--- src/rtl/axi_perf_pkg.sv ---
// Shared definitions for the AXI perf traffic generators (axi_perf_rd, axi_perf_wr).
package axi_perf_pkg;

  localparam logic [1:0] AXI_BURST_INCR = 2'b01;
  localparam logic [1:0] AXI_RESP_OKAY  = 2'b00;

  typedef enum logic [1:0] {
    ISSUE_IDLE  = 2'd0,
    ISSUE_ADDR  = 2'd1,
    ISSUE_DRAIN = 2'd2
  } issue_state_e;

endpackage

--- src/rtl/axi_perf_rd_check.sv ---
// Returned-data checker: rebuilds each beat's expected value from the burst/beat
// position and keeps a sticky error flag plus a saturating error count.
module axi_perf_rd_check
  import axi_perf_pkg::*;
#(
  parameter int AW = 20,
  parameter int DW = 16
) (
  input  logic          clk,
  input  logic          rst_n,
  input  logic          clear,
  input  logic          beat_valid,
  input  logic [DW-1:0] rdata,
  input  logic [1:0]    rresp,
  input  logic [AW-1:0] base_addr,
  input  logic [AW-1:0] stride,
  input  logic [2:0]    size,
  input  logic [15:0]   r_idx,
  input  logic [7:0]    beat_idx,
  output logic          rd_err,
  output logic [15:0]   rd_err_cnt
);

  localparam int XW = (DW > AW) ? DW : AW;

  logic [AW+15:0] stride_prod;
  logic [AW-1:0]  burst_addr;
  logic [AW-1:0]  beat_off;
  logic [AW-1:0]  exp_addr;
  logic [XW-1:0]  exp_ext;
  logic [DW-1:0]  exp_data;
  logic           beat_bad;
  logic           rd_err_d, rd_err_q;
  logic [15:0]    err_cnt_d, err_cnt_q;

  always_comb begin
    stride_prod = (AW+16)'(r_idx) * (AW+16)'(stride);
    burst_addr  = base_addr + stride_prod[AW-1:0];
    // beat_idx << 7 needs at most 15 bits
    beat_off    = AW'({7'd0, beat_idx} << size);
    exp_addr    = burst_addr + beat_off;
    exp_ext     = XW'(exp_addr);
    exp_data    = exp_ext[DW-1:0];
    beat_bad    = beat_valid && ((rdata != exp_data) || (rresp != AXI_RESP_OKAY));
    rd_err_d    = rd_err_q;
    err_cnt_d   = err_cnt_q;
    if (clear) begin
      rd_err_d  = 1'b0;
      err_cnt_d = '0;
    end else if (beat_bad) begin
      rd_err_d = 1'b1;
      if (err_cnt_q != 16'hFFFF) err_cnt_d = err_cnt_q + 16'd1;
    end
  end

  always_ff @(posedge clk) begin
    if (!rst_n) begin
      rd_err_q  <= 1'b0;
      err_cnt_q <= '0;
    end else begin
      rd_err_q  <= rd_err_d;
      err_cnt_q <= err_cnt_d;
    end
  end

  assign rd_err     = rd_err_q;
  assign rd_err_cnt = err_cnt_q;

endmodule

--- src/rtl/axi_perf_rd.sv ---
// Read-side AXI traffic generator: issues burst_num INCR bursts, sinks all R beats.
// Define AXI_PERF_RD_CHECK_EN to compile in returned-data checking.
module axi_perf_rd
  import axi_perf_pkg::*;
#(
  parameter int AXI_ADDR_WIDTH  = 20,
  parameter int AXI_DATA_WIDTH  = 16,
  parameter int AXI_ID_WIDTH    = 4,
  parameter int MAX_OUTSTANDING = 4
) (
  input  logic                      clk,
  input  logic                      rst_n,
  input  logic                      start,
  output logic                      busy,
  input  logic [AXI_ADDR_WIDTH-1:0] base_addr,
  input  logic [7:0]                burst_beats,
  input  logic [AXI_ADDR_WIDTH-1:0] burst_stride,
  input  logic [15:0]               burst_num,
  input  logic [2:0]                burst_arsize,
  output logic                      rd_err,
  output logic [15:0]               rd_err_cnt,
  output logic                      m_axi_arvalid,
  output logic [AXI_ID_WIDTH-1:0]   m_axi_arid,
  output logic [AXI_ADDR_WIDTH-1:0] m_axi_araddr,
  output logic [7:0]                m_axi_arlen,
  output logic [2:0]                m_axi_arsize,
  output logic [1:0]                m_axi_arburst,
  input  logic                      m_axi_arready,
  input  logic                      m_axi_rvalid,
  input  logic [AXI_ID_WIDTH-1:0]   m_axi_rid,
  input  logic [AXI_DATA_WIDTH-1:0] m_axi_rdata,
  input  logic [1:0]                m_axi_rresp,
  input  logic                      m_axi_rlast,
  output logic                      m_axi_rready,
  output issue_state_e              dbg_state
);

  localparam int AW = AXI_ADDR_WIDTH;
  localparam int OW = $clog2(MAX_OUTSTANDING + 1);
  localparam logic [OW-1:0] MAX_OUT = OW'(MAX_OUTSTANDING);
  localparam logic [OW-1:0] ONE_OUT = OW'(1);

  // Handshakes: a transfer happens on any clock edge where valid && ready.
  // rready simply mirrors busy; arvalid only rises when a slot is free.
  issue_state_e  state_d, state_q;
  logic          busy_d, busy_q, arvalid_d, arvalid_q;
  logic [AW-1:0] base_d, base_q, stride_d, stride_q, araddr_d, araddr_q;
  logic [7:0]    arlen_d, arlen_q, beat_idx_d, beat_idx_q;
  logic [2:0]    arsize_d, arsize_q;
  logic [15:0]   num_d, num_q, ar_idx_d, ar_idx_q, r_idx_d, r_idx_q;
  logic [OW-1:0] outst_d, outst_q;
  logic          start_acc, ar_hs, r_hs, rlast_hs, drained;

  assign start_acc = start && (state_q == ISSUE_IDLE);
  assign ar_hs     = arvalid_q && m_axi_arready;
  assign r_hs      = m_axi_rvalid && busy_q;
  assign rlast_hs  = r_hs && m_axi_rlast;

  always_comb begin
    state_d    = state_q;
    base_d     = base_q;
    stride_d   = stride_q;
    num_d      = num_q;
    araddr_d   = araddr_q;
    arlen_d    = arlen_q;
    arsize_d   = arsize_q;
    ar_idx_d   = ar_idx_q;
    r_idx_d    = r_idx_q;
    beat_idx_d = beat_idx_q;
    outst_d    = outst_q;
    if (ar_hs) begin
      ar_idx_d = ar_idx_q + 16'd1;
      araddr_d = araddr_q + stride_q;
    end
    if (r_hs) begin
      if (m_axi_rlast) begin
        beat_idx_d = '0;
        r_idx_d    = r_idx_q + 16'd1;
      end else begin
        beat_idx_d = beat_idx_q + 8'd1;
      end
    end
    if (ar_hs && !rlast_hs)      outst_d = outst_q + ONE_OUT;
    else if (!ar_hs && rlast_hs) outst_d = outst_q - ONE_OUT;
    drained = (outst_d == '0) && (r_idx_d == num_q);
    case (state_q)
      ISSUE_IDLE: begin
        if (start_acc) begin
          state_d    = ISSUE_ADDR;
          base_d     = base_addr;
          stride_d   = burst_stride;
          num_d      = burst_num;
          araddr_d   = base_addr;
          arlen_d    = (burst_beats == 8'd0) ? 8'd0 : burst_beats - 8'd1;
          arsize_d   = burst_arsize;
          ar_idx_d   = '0;
          r_idx_d    = '0;
          beat_idx_d = '0;
          outst_d    = '0;
        end
      end
      // An empty run (burst_num == 0) is already drained and drops straight back.
      ISSUE_ADDR:  if (ar_idx_d == num_q) state_d = drained ? ISSUE_IDLE : ISSUE_DRAIN;
      ISSUE_DRAIN: if (drained) state_d = ISSUE_IDLE;
      default:     state_d = ISSUE_IDLE;
    endcase
    arvalid_d = (state_d == ISSUE_ADDR) && (ar_idx_d < num_d) && (outst_d < MAX_OUT);
    busy_d    = (state_d != ISSUE_IDLE);
  end

  always_ff @(posedge clk) begin
    if (!rst_n) begin
      state_q    <= ISSUE_IDLE;
      busy_q     <= 1'b0;
      arvalid_q  <= 1'b0;
      base_q     <= '0;
      stride_q   <= '0;
      num_q      <= '0;
      araddr_q   <= '0;
      arlen_q    <= '0;
      arsize_q   <= '0;
      ar_idx_q   <= '0;
      r_idx_q    <= '0;
      beat_idx_q <= '0;
      outst_q    <= '0;
    end else begin
      state_q    <= state_d;
      busy_q     <= busy_d;
      arvalid_q  <= arvalid_d;
      base_q     <= base_d;
      stride_q   <= stride_d;
      num_q      <= num_d;
      araddr_q   <= araddr_d;
      arlen_q    <= arlen_d;
      arsize_q   <= arsize_d;
      ar_idx_q   <= ar_idx_d;
      r_idx_q    <= r_idx_d;
      beat_idx_q <= beat_idx_d;
      outst_q    <= outst_d;
    end
  end

  assign busy          = busy_q;
  assign dbg_state     = state_q;
  assign m_axi_arvalid = arvalid_q;
  assign m_axi_arid    = '0;
  assign m_axi_araddr  = araddr_q;
  assign m_axi_arlen   = arlen_q;
  assign m_axi_arsize  = arsize_q;
  assign m_axi_arburst = AXI_BURST_INCR;
  assign m_axi_rready  = busy_q;

  // Single-ID, in-order responses: rid carries no information.
  logic unused_rid;
  assign unused_rid = ^m_axi_rid;

`ifdef AXI_PERF_RD_CHECK_EN
  axi_perf_rd_check #(
    .AW(AW),
    .DW(AXI_DATA_WIDTH)
  ) u_check (
    .clk        (clk),
    .rst_n      (rst_n),
    .clear      (start_acc),
    .beat_valid (r_hs),
    .rdata      (m_axi_rdata),
    .rresp      (m_axi_rresp),
    .base_addr  (base_q),
    .stride     (stride_q),
    .size       (arsize_q),
    .r_idx      (r_idx_q),
    .beat_idx   (beat_idx_q),
    .rd_err     (rd_err),
    .rd_err_cnt (rd_err_cnt)
  );
`else
  logic unused_rdata;
  assign unused_rdata = ^{m_axi_rdata, m_axi_rresp, base_q};
  assign rd_err       = 1'b0;
  assign rd_err_cnt   = '0;
`endif

endmodule

--- config.mk ---
export PLATFORM = sky130hd
export DESIGN_NAME = axi_perf_rd
export DESIGN_NICKNAME = d
export VERILOG_FILES = /design/src/rtl/axi_perf_pkg.sv /design/src/rtl/axi_perf_rd_check.sv /design/src/rtl/axi_perf_rd.sv
export SDC_FILE = /design/constraint.sdc
export NUM_CORES = 1
export LEC_CHECK = 0
export CORE_MARGIN = 5
export CORE_UTILIZATION = 55
export DETAILED_ROUTE_END_ITERATION = 16
export PLACE_DENSITY = 0.86
export SYNTH_ARGS = -nofsm -noshare
export SYNTH_HDL_FRONTEND = slang
export SYNTH_HIERARCHICAL = 1
export SYNTH_SLANG_ARGS = --single-unit
export TNS_END_PERCENT = 50
--- constraint.sdc ---
create_clock -name clk -period 5.3 [get_ports clk]
set_input_delay 1.06 -clock clk [delete_from_list [all_inputs] [get_ports clk]]
set_output_delay 1.06 -clock clk [all_outputs]
set_load 0.02 [all_outputs]
==> out/results.tsv <==
stage	metric	value	unit
setup_path	crit path kind	input port to flip-flop	
timing	final slew viol count	0	
final_layout	most used cells in the layout excluding fill and tap cells	clkdlybuf4s50_1 (107), dfxtp_1 (106), nand2_1 (103)	
placement	dpl hpwl	13100	µm
synthesis	count of different cell masters after synthesis	74	
timing	endpoints failing setup	0	
grt	vias in the first global route	5956	
grt	initial antenna violation count	0	
pwr	Pwr Total	0.00206	W
run	max_cap viols	0	
placement	DP Worst Slack	820	ps
cts	CTS max path bufs	2	
cts	setup bufs post-CTS	0	
timing	Max Fclk	0.240	GHz
drt	Residual DRC	0	
timing	fin crit period	4170	ps
cts	CTS tree	done	
floorplanning	CORE AREA	12100	µm²
floorplanning	I/O Pins	154	
setup_path	CP most frequent cell	a21o_1	
setup_path	cell count along the critical path	13	
setup_path	CP top delay family	simple AND/OR/NAND/NOR gates	
floorplanning	die width	121	µm
cts	CTS buffer count	9	
final_layout	antenna diode count	0	
cts	clock sink count	106	
drt	via count	6245	
synthesis	sequential element share of the synthesized area	31.1	%
timing	Least-Margin Pin Slew	1230	ps
final_layout	share of post-route cells with drive strength above 1	4.08	%
final_layout	commonest non-fill, non-tap cell in the layout	clkdlybuf4s50_1	
grt	largest net degree at the start of global routing	59	
setup_path	CP Cell Sequence	clkdlybuf4s50_1, nand3_1, nor4_1, xnor2_1, nor2_1, ha_1, a21o_1, a21o_1, a21o_1, a21o_1, a21o_1, a221o_1, nor3_1	
setup_path	slowest stage delay, CP	630	ps
cts	root buffer cell	clkbuf_16	
floorplanning	Rows	40	
cts	worst-skew pair later-pin latency	360	ps
synthesis	top_reg_cell synth	dfxtp_1	
setup_path	Crit path required time	5580	ps
hold_path	hold depth	2	
grt	first-pass GRT wire length	28700	µm
synthesis	#FFs+latches synth	106	
setup_path	slowest stage cell on the critical path	clkdlybuf4s50_1	
setup_path	R2R depth	13	
cts	# resized after CTS	0	
timing	setup ws final	1130	ps
synthesis	largest family of logic cells by synthesized area	simple AND/OR/NAND/NOR gates	
setup_path	critical-path maximum fanout	8	
synthesis	simple-gate share of the synthesized area	22.7	%
timing	clock skew	10.3	ps
grt	total grt overflow	0	
setup_path	crit end category	flip-flop	
drt	DR WL/cell	16.1	µm
floorplanning	Initial Util	56.6	%
setup_path	Critical Path Source Type	input port	
timing	fin crit share	78.6	%
placement	Cell Area, Placed	7920	µm²
final_layout	Syn-to-layout area delta	20.2	%
cts	CTS HTree Levels	3	
cts	hold_buf cts	0	
floorplanning	Die ar.	14700	µm²
drt	vias per cell	5.68	
synthesis	Synth warnings	6	
synthesis	Synth Area in XOR/XNOR	9.02	%
placement	Port Buf Inserts	108	
grt	Tot GR Track Use	23.9	%
synthesis	FFs w/ async S/R, synth	0	%
cts	Worst-path clk slew	70	ps
outcome	run status	complete, no violations	
timing	final hold viol count	0	
timing	RSZ-0062 raised after global routing	false	
final_layout	final instance area	8200	µm²
synthesis	Synth Area in Adders	7.74	%
setup_path	Worst Path Buf+Inv	1	
hold_path	Hold Path Class	flip-flop to flip-flop	
final_layout	# nets final	1061	
floorplanning	Chip Height	121	µm
synthesis	multiplexer share of the synthesized area	3.08	%
drt	Total Wirelength	17700	µm
pwr	Worst VDD drop	0.183	mV
synthesis	Post-synth EDFFs	0	
synthesis	mapped cell area	6820	µm²
timing	Worst slew margin	17.0	%
drt	Iter 0 DRT Violations	424	
synthesis	Synth Area per Inst	8.11	µm²
timing	final setup TNS	0	ps
setup_path	Worst EP arrival	4450	ps
synthesis	cells after synthesis	841	
drt	Detail Route Antenna Nets	0	
pwr	Cell Pwr Density	251	nW/µm²
synthesis	compound-gate portion of the synthesized area	19.4	%
placement	GP Congestion	0.949	
pwr	leakage	3.17	nW
drt	First-pass DRT Iterations	7	
## final timing paths
path,from,to,slack [ps]
min reg2reg,m_axi_arlen[6]$_SDFFE_PN0P_,m_axi_arlen[6]$_SDFFE_PN0P_,450
max reg2reg,ar_idx_q[0]$_SDFF_PN0_,m_axi_arvalid$_SDFF_PN0_,1850
min,m_axi_arlen[6]$_SDFFE_PN0P_,m_axi_arlen[6]$_SDFFE_PN0P_,450
max,m_axi_arready,m_axi_arvalid$_SDFF_PN0_,1130
## power breakdown
| group | switching (W) | internal, W |
|---|---|---|
| sequential | 0.0000517 | 0.000846 |
| combinational | 0.000277 | 0.000238 |
| clock | 0.000311 | 0.000334 |
## cells by family (layout without fill, tap and decap cells)
logic type | after synthesis | after routing
AO/OA/AOI/OAI | 191 | 191
adder cells (fa/ha/maj) | 42 | 42
other | 2 | 23
XOR/XNOR | 67 | 67
multiplexers | 21 | 21
buffers and inverters | 97 | 166
flip-flops | 106 | 106
AND/OR/NAND/NOR | 315 | 315
## through the flow
step | utilization, % | instances | hold slack [ps]
final | 68.0 | 1099 | 454
after global routing | 68.0 | 1099 | 493
after floorplan | - | 862 | 443
after global placement | 65.7 | 1083 | 434
after CTS | 68.0 | 1099 | 458
after detailed placement | 65.7 | 1083 | 443
## metal layers
metal  track usage [%]  vias to the layer above  share of wire (%)
li1                  -                     3109                  -
met1              31.4                     2880                 44
met2              38.3                      218                 45
met3              6.39                       38                8.3
met4              7.28                        0                2.4
met5                 0                        -                  0
## Yosys cell counts, types with 3 or more instances
cell / instances / area share (%)
a2111oi_0: 3 / 0.39
a211oi_1: 6 / 0.66
a21boi_0: 28 / 3.1
a21o_1: 11 / 1.2
a21oi_1: 34 / 2.5
a221o_1: 3 / 0.44
a31oi_1: 9 / 0.83
and2_1: 8 / 0.73
and3_1: 6 / 0.55
and4_1: 3 / 0.39
buf_1: 6 / 0.33
buf_2: 6 / 0.44
buf_4: 25 / 2.8
clkbuf_1: 28 / 1.5
dfxtp_1: 106 / 31
ha_1: 39 / 7.2
inv_1: 32 / 1.8
mux2i_1: 21 / 3.1
nand2_1: 103 / 5.7
nand2b_1: 7 / 0.64
nand3_1: 21 / 1.5
nand4_1: 13 / 1.2
nor2_1: 74 / 4.1
nor2b_1: 21 / 1.9
nor3_1: 17 / 1.2
nor3b_1: 11 / 1.2
nor4_1: 13 / 1.2
o2111ai_1: 4 / 0.51
o211a_1: 10 / 1.5
o211ai_1: 11 / 1.2
o21ai_0: 40 / 2.9
o311ai_0: 4 / 0.51
o31ai_1: 3 / 0.33
or3_1: 3 / 0.28
xnor2_1: 47 / 6.0
xor2_1: 18 / 2.3
## flip-flops by register name, summed over array words and instances, names as in the netlist, 2 cells and up
register,flops
dbg_state,2
r_idx_q,16
stride_q,20
outst_q,3
m_axi_arsize,3
m_axi_araddr,20
m_axi_arlen,8
ar_idx_q,16
num_q,16
## worst reg2reg max path, delay by kind of cell (launching register included)
| kind | cells | cell delay, ps |
|---|---|---|
| xor gates and xnor gates | 1 | 210 |
| adders and majority gates | 2 | 520 |
| and+or+nand+nor | 4 | 1070 |
| DFF | 1 | 460 |
| AOI/OAI and AO/OA | 6 | 1140 |
## cell type report
type                            count  area [µm²]
Tap cell                          168         210
Fill cell                        1030        3860
Clock buffer                       11         243
Inverter                           32         120
Multi-Input combinational cell    659        4320
Clock inverter                      5        37.5
Sequential cell                   106        2120
Timing Repair Buffer              118        1150
Note: power is estimated with default switching activity, not from simulation.
==> RTL edit 1 (same settings) <==
`MAX_OUTSTANDING`: 4 -> 8.
--- a/src/rtl/axi_perf_rd.sv
+++ b/src/rtl/axi_perf_rd.sv
@@ -8,3 +8,3 @@
   parameter int AXI_ID_WIDTH    = 4,
-  parameter int MAX_OUTSTANDING = 4
+  parameter int MAX_OUTSTANDING = 8
 ) (
Formal check against the unedited RTL: not equivalent (Yosys sat finds a counterexample within 10 cycles, from zero or initial values and one cycle with rst_n low).
==> RTL edit 1 against the unedited design <==
- worst setup slack improved by 0.30 ns
- power shrank 3.4%
- routed wire length down 2.8%
- sequential cell count up 1
- worst hold slack is essentially flat
- largest power group unchanged
- count of clock-buffer cells in the layout fell by 1
- maximum frequency grew 7.6%
- area after synthesis is 0.73% lower
- final area shrank 1.4%
==> RTL edit 1: results (changes against the unedited design) <==
- First-pass GRT wire length: 27700 um (-3.6%)
- Pleak: 3.11 nW (-1.9%)
- Post-DP HPWL: 12800 um (-2.4%)
- Iteration count of the initial detailed-routing pass: 5 (-2)
- Hold Crit Class: flip-flop to flip-flop
- Vias in the first global route: 5769 (-3.1%)
- Largest net degree at the start of global routing: 57 (-3.4%)
- Clock Skew: 0.00775 ns (-0.00255 ns)
- Wire per inst: 16.0 um (-1.0%)
- NetSw: 0.601 mW (-6.0%)
- Nets: 1044 (-1.6%)
- Worst slew pin tran: 1.13 ns (-0.102 ns)
- Worst hold slack: 0.454 ns (-0.000220 ns)
- Crit path launch: start
- Longest Clk Path Bufs: 2 (unchanged)
- Seq group: 0.905 mW (+0.8%)
- Crit path max fanout: 30 (+22)
- Internal: 1.39 mW (-2.2%)
- CP Data Arrival Time: 4.15 ns (-0.30 ns)
- PortBufs: 108 (unchanged)
- Flop2flop setup slack: 2.22 ns (+0.37 ns)
- Fillers: 1002 (-2.7%)
- GRT Overall Usage: 0.234 (-0.00527)
- Sequential-to-total area share from yosys stat: 0.316 (+0.00526)
- Design area: 8090 sq um (-1.4%)
- Hold_sp: m_axi_arlen[3]
- DR iter-0 viols: 449 (+5.9%)
- Via density: 5.61 (-1.3%)
- Placer congestion estimate: 0.945 (-0.41%)
- Most frequent cells after synthesis: dfxtp_1 (107), nand2_1 (102), nor2_1 (90), a21oi_1 (53), xnor2_1 (45)
- Clock power frac: 0.304 (-0.009)
- Max VDD drop: 163 uV (-11%)
- Cell variety after synth: 75 (+1.4%)
- Synth top area cells: dfxtp_1 (32%), ha_1 (7.2%), xnor2_1 (5.8%), nand2_1 (5.7%), nor2_1 (5.0%)
- Share of cells above drive strength 1: 0.0527 (+0.0119)
- R2r worst-path depth: 11 (-2)
- Hold Path Sink: m_axi_arlen[3]
- Post-Place Cell Area: 7840 sq um (-1.0%)
- Outcome: complete, no violations
-- RTL edit 1: critical path: stages --
cell	delay [ns]
clkdlybuf4s50_1	0.53
nor3b_2	0.19
buf_4	0.35
mux2i_1	0.28
ha_1	0.25
o21ai_0	0.07
a31oi_1	0.06
o21a_1	0.18
o21ai_1	0.11
a21oi_1	0.08
a2111oi_0	0.65
o21ai_1	0.17
nor3_2	0.14
-- RTL edit 1: layout make-up --
type / instances / share of cell area
multi-input combinational: 651 / 0.527
timing repair buffer: 115 / 0.140
inverter: 25 / 0.0116
clock inverter: 3 / 0.00232
clock buffer: 10 / 0.0283
tap: 168 / 0.0260
sequential: 107 / 0.265
-- RTL edit 1: kinds of logic (layout without fill, tap and decap cells) --
logic type,count (synthesis),in the layout,share of synthesized area
simple gates,323,323,0.240
compound gates,175,175,0.169
flops,107,107,0.316
buf+inv,85,153,0.0665
xor+xnor,72,72,0.105
fa+ha+maj,40,40,0.0750
mux,18,18,0.0270
other cells,2,23,0.00111
-- RTL edit 1: how the worst max path moves through the flow --
stage / endpoint / slack, ns / cells after the start
2_1_floorplan: m_axi_arvalid / 1.94 / 13
3_3_place_gp: m_axi_arvalid / 1.12 / 13
3_5_place_dp: m_axi_arvalid / 1.10 / 13
4_1_cts: m_axi_arvalid / 1.46 / 13
5_1_grt: m_axi_arvalid / 1.28 / 13
6_report: m_axi_arvalid / 1.43 / 13
-- RTL edit 1: metal layers --
layer	global-route usage	share of wire
met5	0	0
met4	0.0793	0.025
met3	0.0653	0.075
met2	0.397	0.48
met1	0.284	0.42
-- RTL edit 1: stage by stage --
stage | setup slack [ns] | std cells
global placement | 1.12 | 1066
finish | 1.43 | 1079
CTS | 1.46 | 1079
global route | 1.28 | 1079
floorplan | 1.94 | 843
detailed placement | 1.10 | 1066
==> RTL edit 2 (same flow settings) <==
Made on the original files. Register the output `dbg_state` once more, without a reset; this adds one clock of latency there. The other outputs are not delayed to match.
--- a/src/rtl/axi_perf_rd.sv
+++ b/src/rtl/axi_perf_rd.sv
@@ -143,3 +143,5 @@
   assign busy          = busy_q;
-  assign dbg_state     = state_q;
+  always_ff @(posedge clk) begin
+    dbg_state <= state_q;
+  end
   assign m_axi_arvalid = arvalid_q;
Function: changed (a bounded check fails within 4 cycles, from zero or initial values and one cycle with rst_n low).
==> RTL edit 2 against the unedited design <==
- via count is 0.51% higher
- area after synthesis rose by 1.4%
- count of clock-buffer cells in the layout fell by 1
- critical path depth fell by 2
- routed wire length is 2.1% lower
- synthesized cell count shrank 0.24%
- sequential cell count grew 2
- clock power decreased by 3%
- worst setup slack better by 0.18 ns
- power shrank 0.71%
- final area is 0.32% higher
- critical endpoint unchanged
- largest cell class unchanged
==> RTL edit 2: results (changes against the unedited design) <==
- First-pass GRT wire length: 28400 um (-0.82%)
- Post-Route WL: 17400 um (-2.1%)
- Compound-gate portion of the synthesized area: 0.191 (-0.00299)
- Post-placement setup slack: 0.995 ns (+0.175 ns)
- Iteration count of the initial detailed-routing pass: 5 (-2)
- Most frequent cells after synthesis: dfxtp_1 (108), nand2_1 (105), nor2_1 (82), a21oi_1 (45)
- Vias in the first global route: 5989 (+0.55%)
- Pleak: 3.32 nW (+4.6%)
- Post-DP HPWL: 13000 um (-0.89%)
- R2r worst-path depth: 10 (-3)
- Sequential-to-total area share from yosys stat: 0.313 (+0.00157)
- Rel. slew slack: 0.256 (+0.0859)
- Outcome: complete, no violations
- Placer congestion estimate: 0.918 (-3.2%)
- CTS H-tree lvls: 3 (unchanged)
- # diodes: 0 (unchanged)
- Fin cells: 1098 (-0.091%)
- Vias: 6277 (+0.51%)
- Synth top area cells: dfxtp_1 (31%), ha_1 (7.1%), nand2_1 (5.7%), xnor2_1 (4.9%), nor2_1 (4.5%)
- Max VDD drop: 187 uV (+2.0%)
- DR iter-0 viols: 453 (+6.8%)
- Hold Crit Depth: 0 (-2)
- Clock Skew: 0.0111 ns (+0.000802 ns)
- Share of cells above drive strength 1: 0.0508 (+0.00994)
- Crit path max fanout: 8 (unchanged)
- Adder-cell share of the synthesized area: 0.0735 (-0.00395)
- Post-Synth XOR/XNOR Area: 0.0966 (+0.00637)
- Setup Buffers After CTS: 0 (unchanged)
- Largest net degree at the start of global routing: 67 (+14%)
- Avg Inst Size Synth: 8.24 sq um (+1.6%)
- GRT Overall Usage: 0.239 (about the same)
- Period minus WS final: 3.99 ns (-0.181 ns)
- Mux contribution to synthesized area: 0.0190 (-0.0118)
- CP max stage delay: 0.67 ns (+0.04 ns)
-- RTL edit 2: final cells by class --
cell class | instances | area [sq um]
sequential | 108 | 2160
timing repair buffer | 115 | 1130
fill | 1034 | 4240
clock inverter | 6 | 41.3
tap | 172 | 215
clock buffer | 10 | 229
inverter | 22 | 82.6
multi-input combinational | 665 | 4370
-- RTL edit 2: power by group --
group          switching [mW]  internal, mW  total, mW
combinational           0.272         0.231      0.503
clock                   0.310         0.318      0.628
sequential             0.0503         0.861      0.912
-- RTL edit 2: through the flow --
step                      cell area [sq um]  total power [mW]
final                                  8230              2.04
after global routing                   8230              2.14
after CTS                              8230              2.05
after detailed placement               7960              1.43
after global placement                 7960              1.42
after floorplan                        6990              1.25
-- RTL edit 2: cells by family after synthesis --
logic type | Yosys count
buffers and inverters | 87
other | 2
muxes | 13
adders and majority gates | 40
DFF | 108
AOI/OAI and AO/OA | 194
xor gates and xnor gates | 71
and+or+nand+nor | 324
-- RTL edit 2: path summary, 6_finish.rpt --
check	start	end	slack, ns
worst max-delay path	m_axi_arready	m_axi_arvalid	1.31
worst min-delay path	state_q[1]	dbg_state[1]	0.41
worst max register to register	m_axi_arvalid	m_axi_arvalid	2.12
worst min register to register	state_q[1]	dbg_state[1]	0.41
-- RTL edit 2: routing by layer --
layer | global-route usage | wire length [um] | up-vias
li1 | - | - | 3080
met1 | 0.301 | 7290 | 2911
met2 | 0.386 | 7930 | 242
met3 | 0.0701 | 1610 | 44
met4 | 0.0938 | 518 | 0
met5 | 0 | 0 | -
